### config.mk
export PLATFORM = sky130hd
export DESIGN_NAME = moore_event_logger
export DESIGN_NICKNAME = d
export VERILOG_FILES = /design/src/rtl/moore_pkg.sv /design/src/rtl/moore_log_fifo.sv /design/src/rtl/moore_event_logger.sv
export SDC_FILE = /design/constraint.sdc
export NUM_CORES = 1
export LEC_CHECK = 0
export ABC_CLOCK_PERIOD_IN_PS = 2900
export BUFFER_PORTS_ARGS = -buffer_cell sky130_fd_sc_hd__buf_2
export CORE_ASPECT_RATIO = 1.1
export CORE_MARGIN = 4
export CORE_UTILIZATION = 55
export DETAILED_ROUTE_END_ITERATION = 16
export PLACE_DENSITY = 0.8
export SLEW_MARGIN = 20
export SYNTH_ARGS = -nofsm -noshare
export SYNTH_HDL_FRONTEND = slang
export SYNTH_SLANG_ARGS = --single-unit
### constraint.sdc
create_clock -name clk -period 2.9 [get_ports clk]
set_input_delay 0.87 -clock clk [delete_from_list [all_inputs] [get_ports clk]]
set_output_delay 0.87 -clock clk [all_outputs]
set_load 0.02 [all_outputs]
### src/rtl/moore_pkg.sv
// Shared types and defaults for the Moore sequence detector and its event logger.
// The optional build macro MOORE_LOG_OVERWRITE_EN is consumed by moore_log_fifo.
package moore_pkg;

    localparam int unsigned STATE_W   = 2;
    localparam int unsigned DEF_DEPTH = 4;
    localparam int unsigned DEF_CNT_W = 8;

    typedef logic [STATE_W-1:0] state_t;

endpackage : moore_pkg

### src/rtl/moore_log_fifo.sv
// Small FIFO holding detector state codes for the event logger.
// Full-FIFO push policy: drop newest by default; with MOORE_LOG_OVERWRITE_EN
// defined, the oldest entry is overwritten and the read pointer advances.
module moore_log_fifo
    import moore_pkg::*;
#(
    parameter int unsigned DEPTH = DEF_DEPTH,
    parameter int unsigned W     = STATE_W
) (
    input  logic                   clk,
    input  logic                   rst,
    input  logic                   push,
    input  logic [W-1:0]           din,
    input  logic                   pop,
    output logic [W-1:0]           dout,
    output logic [$clog2(DEPTH):0] level,
    output logic                   full,
    output logic                   empty
);

    localparam int unsigned PTR_W = $clog2(DEPTH);
    localparam int unsigned LVL_W = PTR_W + 1;

    logic [W-1:0]     mem [DEPTH];
    logic [PTR_W-1:0] rd_ptr;
    logic [PTR_W-1:0] wr_ptr;
    logic [LVL_W-1:0] count;
    logic             do_pop;
    logic             push_full;
    logic             do_write;
    logic             overwrite;
    logic             grow;

    assign full   = (count == LVL_W'(DEPTH));
    assign empty  = (count == '0);
    assign level  = count;
    assign dout   = empty ? '0 : mem[rd_ptr];

    assign do_pop    = pop & ~empty;
    assign push_full = push & full & ~do_pop;

`ifdef MOORE_LOG_OVERWRITE_EN
    assign overwrite = push_full;
    assign do_write  = push;
`else
    assign overwrite = 1'b0;
    assign do_write  = push & ~push_full;
`endif

    // Occupancy only grows on a real new slot, not on an overwrite.
    assign grow = do_write & ~overwrite;

    // Storage array; no reset needed since dout is gated by empty.
    always_ff @(posedge clk) begin
        if (!rst && do_write) begin
            mem[wr_ptr] <= din;
        end
    end

    // Pointer and occupancy bookkeeping; pointers wrap naturally at DEPTH.
    always_ff @(posedge clk) begin
        if (rst) begin
            rd_ptr <= '0;
            wr_ptr <= '0;
            count  <= '0;
        end else begin
            if (do_write) begin
                wr_ptr <= wr_ptr + PTR_W'(1);
            end
            if (do_pop || overwrite) begin
                rd_ptr <= rd_ptr + PTR_W'(1);
            end
            if (grow && !do_pop) begin
                count <= count + LVL_W'(1);
            end else if (!grow && do_pop) begin
                count <= count - LVL_W'(1);
            end
        end
    end

endmodule : moore_log_fifo

### src/rtl/moore_event_logger.sv
// Event logger for the Moore sequence detector: counts rising edges of the
// detector output and logs every state change into a valid/ready FIFO.
// Build option MOORE_LOG_OVERWRITE_EN selects overwrite-oldest on a full FIFO.
module moore_event_logger #(
    parameter int unsigned DEPTH   = moore_pkg::DEF_DEPTH,
    parameter int unsigned CNT_W   = moore_pkg::DEF_CNT_W,
    parameter int unsigned STATE_W = moore_pkg::STATE_W
) (
    input  logic                   clk,
    input  logic                   rst,
    input  logic                   det_out,
    input  logic [STATE_W-1:0]     det_state,
    output logic [CNT_W-1:0]       det_cnt,
    output logic [STATE_W-1:0]     log_data,
    output logic                   log_valid,
    input  logic                   log_ready,
    output logic [$clog2(DEPTH):0] log_level,
    output logic                   overflow
);

    logic               prev_out;
    logic [STATE_W-1:0] prev_state;
    logic               rise;
    logic               chg;
    logic               pop;
    logic               lost;
    logic               fifo_full;
    logic               fifo_empty;

    assign rise      = det_out & ~prev_out;
    assign chg       = (det_state != prev_state);
    assign log_valid = ~fifo_empty;
    assign pop       = log_valid & log_ready;
    assign lost      = chg & fifo_full & ~pop;

    moore_log_fifo #(
        .DEPTH (DEPTH),
        .W     (STATE_W)
    ) u_fifo (
        .clk   (clk),
        .rst   (rst),
        .push  (chg),
        .din   (det_state),
        .pop   (pop),
        .dout  (log_data),
        .level (log_level),
        .full  (fifo_full),
        .empty (fifo_empty)
    );

    // Edge history, saturating detection counter and sticky overflow flag.
    always_ff @(posedge clk) begin
        if (rst) begin
            prev_out   <= 1'b0;
            prev_state <= '0;
            det_cnt    <= '0;
            overflow   <= 1'b0;
        end else begin
            prev_out   <= det_out;
            prev_state <= det_state;
            if (rise && (det_cnt != '1)) begin
                det_cnt <= det_cnt + CNT_W'(1);
            end
            if (lost) begin
                overflow <= 1'b1;
            end
        end
    end

endmodule : moore_event_logger

==> flow_summary.toml <==
[grt]
grt_max_degree = 30
grt_use_total_pct = 16.8
grt_overflow = 0
grt_pass1_wl_mm = 4.24
grt_antenna_before_repair = 0
grt_pass1_vias = 949

[synthesis]
synth_warnings = 0
synth_mux_area_share_pct = 8.12
post_synth_num_cell_types = 38
synth_top_family_by_area = "simple AND/OR/NAND/NOR gates"
syn-num-nets = 134
async_flop_share_pct = 0
synth_largest_area_cell = "dfxtp_1"
synth.area.top_cells = "dfxtp_1 30%, edfxtp_1 17%, ha_1 5.4%"
netlist_area_um2 = 1390
syn_area_per_cell_um2 = 11.5
yosys.area_share.adder_pct = 6.85
synth_top_area_share_pct = 30.3
synth_cells = 121
yosysSeqAreaShare_pct = 47.6
synth_edf_count = 8
synth-compound-area-share_pct = 13.0
synth_seq_cells = 29
synthSimpleGateAreaFrac_pct = 17.0
synth_xor_xnor_area_share_pct = 3.79
synth_top_flop_cell = "dfxtp_1"

[route]
viasPerCell = 5.59
wl_per_cell_um = 14.3
dr.pass1.iters = 4
dr_total_vias = 972
drtAntennaViolNets = 0
drc = 0
first_iter_violations = 47
routed_wl_mm = 2.49

[min_path]
hold_depth = 2
min_path_type = "flop to flop"

[layout]
fillers = 182
final_cell_mix = "21 x dfxtp_1, 20 x buf_2, 9 x nor2_1"
stdcell_area_um2 = 1580
post-route-util_pct = 67.9
mostFrequentLayoutCell = "dfxtp_1"
diodes = 0
area_delta_synth_final_pct = 13.5
fin_nets = 156
layout.cells.non_filler = 174
layout-drive-gt1-share_pct = 25.7

[setup_path]
arrival_ns = 2.72
worstPathMaxFanout = 6
reg2regPathDepth = 9
path_class = "input port to flop"
cp_common_cell = "xor2_1"
startpoint_type = "input port"
cp_cell_sequence = "buf_2, xor2_1, o21bai_4, inv_4, ha_1, inv_1, fa_1, xor2_1, or3_1, a21oi_1"
cp_num_cells = 10
crit_family = "adder cells"
cp_data_required_time_ns = 3.16
cp_slowest_cell = "fa_1"
slowest_delay_ns = 0.37
crit_buf_inv = 3
worstSetupEndpointType = "flop"

[sta]
setup_violations = 0
setup_tns_ns = 0
hold_violations = 0
maxSlewHeadroom_pct = 63.9
fin_crit_ns = 2.46
drv_slew = 0
final.setup_skew_ns = 0.00814
rsz0062_at_grt = "false"
post-route-period-util_pct = 84.9
fmaxAchievable_mhz = 406
worstMarginPinSlew_ns = 0.541

[cts]
cts_root_buf = "clkbuf_4"
cts_tree = "done"
htreeDepth = 2
clockBufferDepth = 2
postCtsHoldBufs = 0
clk_pin_slew_ns = 0.09
cts_buffers = 5
clk_latency_ns = 0.34
cts_resized = 0
cts.sinks = 29
cts_post_setup_buffers_inserted = 0

[floorplanning]
coreArea_um2 = 2320
die_x_um = 55.9
die-area_um2 = 3390
fp.dieH_um = 60.7
rows = 18
ios = 21
start_util_pct = 59.8

[placed_design]
place_area_um2 = 1500
port_buffers = 20
finalWeightedCongestion = 0.767
dp.final_hpwl_mm = 1.81
dp.cells = 166

[power_and_ir_drop]
power_uw = 1260
power_density_nw_per_um2 = 802
p_leak_uw = 0.000646
ir_drop_mv = 0.473

[run_status]
status = "completed"

[run]
max-cap-violations = 0
synth_stat cells, types with 3 or more instances:
| master | n |
|---|---|
| xor2_1 | 6 |
| ha_1 | 6 |
| edfxtp_1 | 8 |
| a21oi_1 | 5 |
| and3_1 | 3 |
| dfxtp_1 | 21 |
| nor3b_1 | 4 |
| inv_1 | 5 |
| nor2_1 | 9 |
| a311oi_1 | 3 |
| nand2b_1 | 5 |
| clkbuf_1 | 4 |
| and2_1 | 3 |
| mux2i_1 | 3 |
| nor2b_1 | 7 |
power by group:
| group | internal [uW] | switching [uW] | leakage, uW | total (uW) |
|---|---|---|---|---|
| Combinational | 177 | 218 | 0.000359 | 395 |
| Clock | 180 | 144 | 0.0000422 | 325 |
| Sequential | 479 | 65.1 | 0.000245 | 544 |
| Total | 836 | 427 | 0.000646 | 1260 |
metrics by stage:
step	worst slack, ns	hold slack [ns]
6_report	0.438	0.462
5_1_grt	0.257	0.497
4_1_cts	0.425	0.464
3_5_place_dp	0.0699	0.452
3_3_place_gp	0.181	0.440
2_1_floorplan	0.370	0.482
path summary, 6_finish.rpt:
path	from	endpoint	slack [ns]
worst min register to register	overflow	overflow	0.46
worst max register to register	u_fifo.level[0]	u_fifo.level[2]	0.72
worst max-delay path	det_state[1]	u_fifo.level[2]	0.44
worst min-delay path	overflow	overflow	0.46
worst reg2reg max path, stage by stage, from the launching register on:
cell	delay, ns
dfxtp_1	0.49
nor4b_2	0.11
o21bai_4	0.21
inv_4	0.08
ha_1	0.17
inv_1	0.06
fa_1	0.37
xor2_1	0.15
or3_1	0.30
a21oi_1	0.15
flip-flops by register name (all words and copies together), names as in the netlist, named ones only:
register	cells
det_cnt	8
overflow	1
prev_out	1
prev_state	2
u_fifo.level	3
u_fifo.mem	8
u_fifo.rd_ptr	2
u_fifo.wr_ptr	2
routing by layer:
metal  share of wire [%]  track usage (%)
met5                   0                0
met4                 2.4             9.15
met2                  48             27.2
met1                  44             19.8
met3                 5.5             6.38
cell families (layout without fill, tap and decap cells):
kind of cell | count (synthesis) | count (layout)
AO/OA/AOI/OAI | 20 | 20
XOR/XNOR | 6 | 6
buffers and inverters | 11 | 34
AND/OR/NAND/NOR | 40 | 40
flip-flops | 29 | 29
adder cells (fa/ha/maj) | 7 | 7
multiplexers | 8 | 8
final cells by class:
type / count / area, um2 / share of cell area, %
Clock inverter: 2 / 35.0 / 2.22
Inverter: 6 / 25.0 / 1.59
Sequential cell: 29 / 661 / 41.9
Multi-Input combinational cell: 81 / 676 / 42.9
Timing Repair Buffer: 20 / 100 / 6.35
Tap cell: 30 / 37.5 / 2.38
Clock buffer: 6 / 41.3 / 2.62
(Power assumes the default switching activity.)
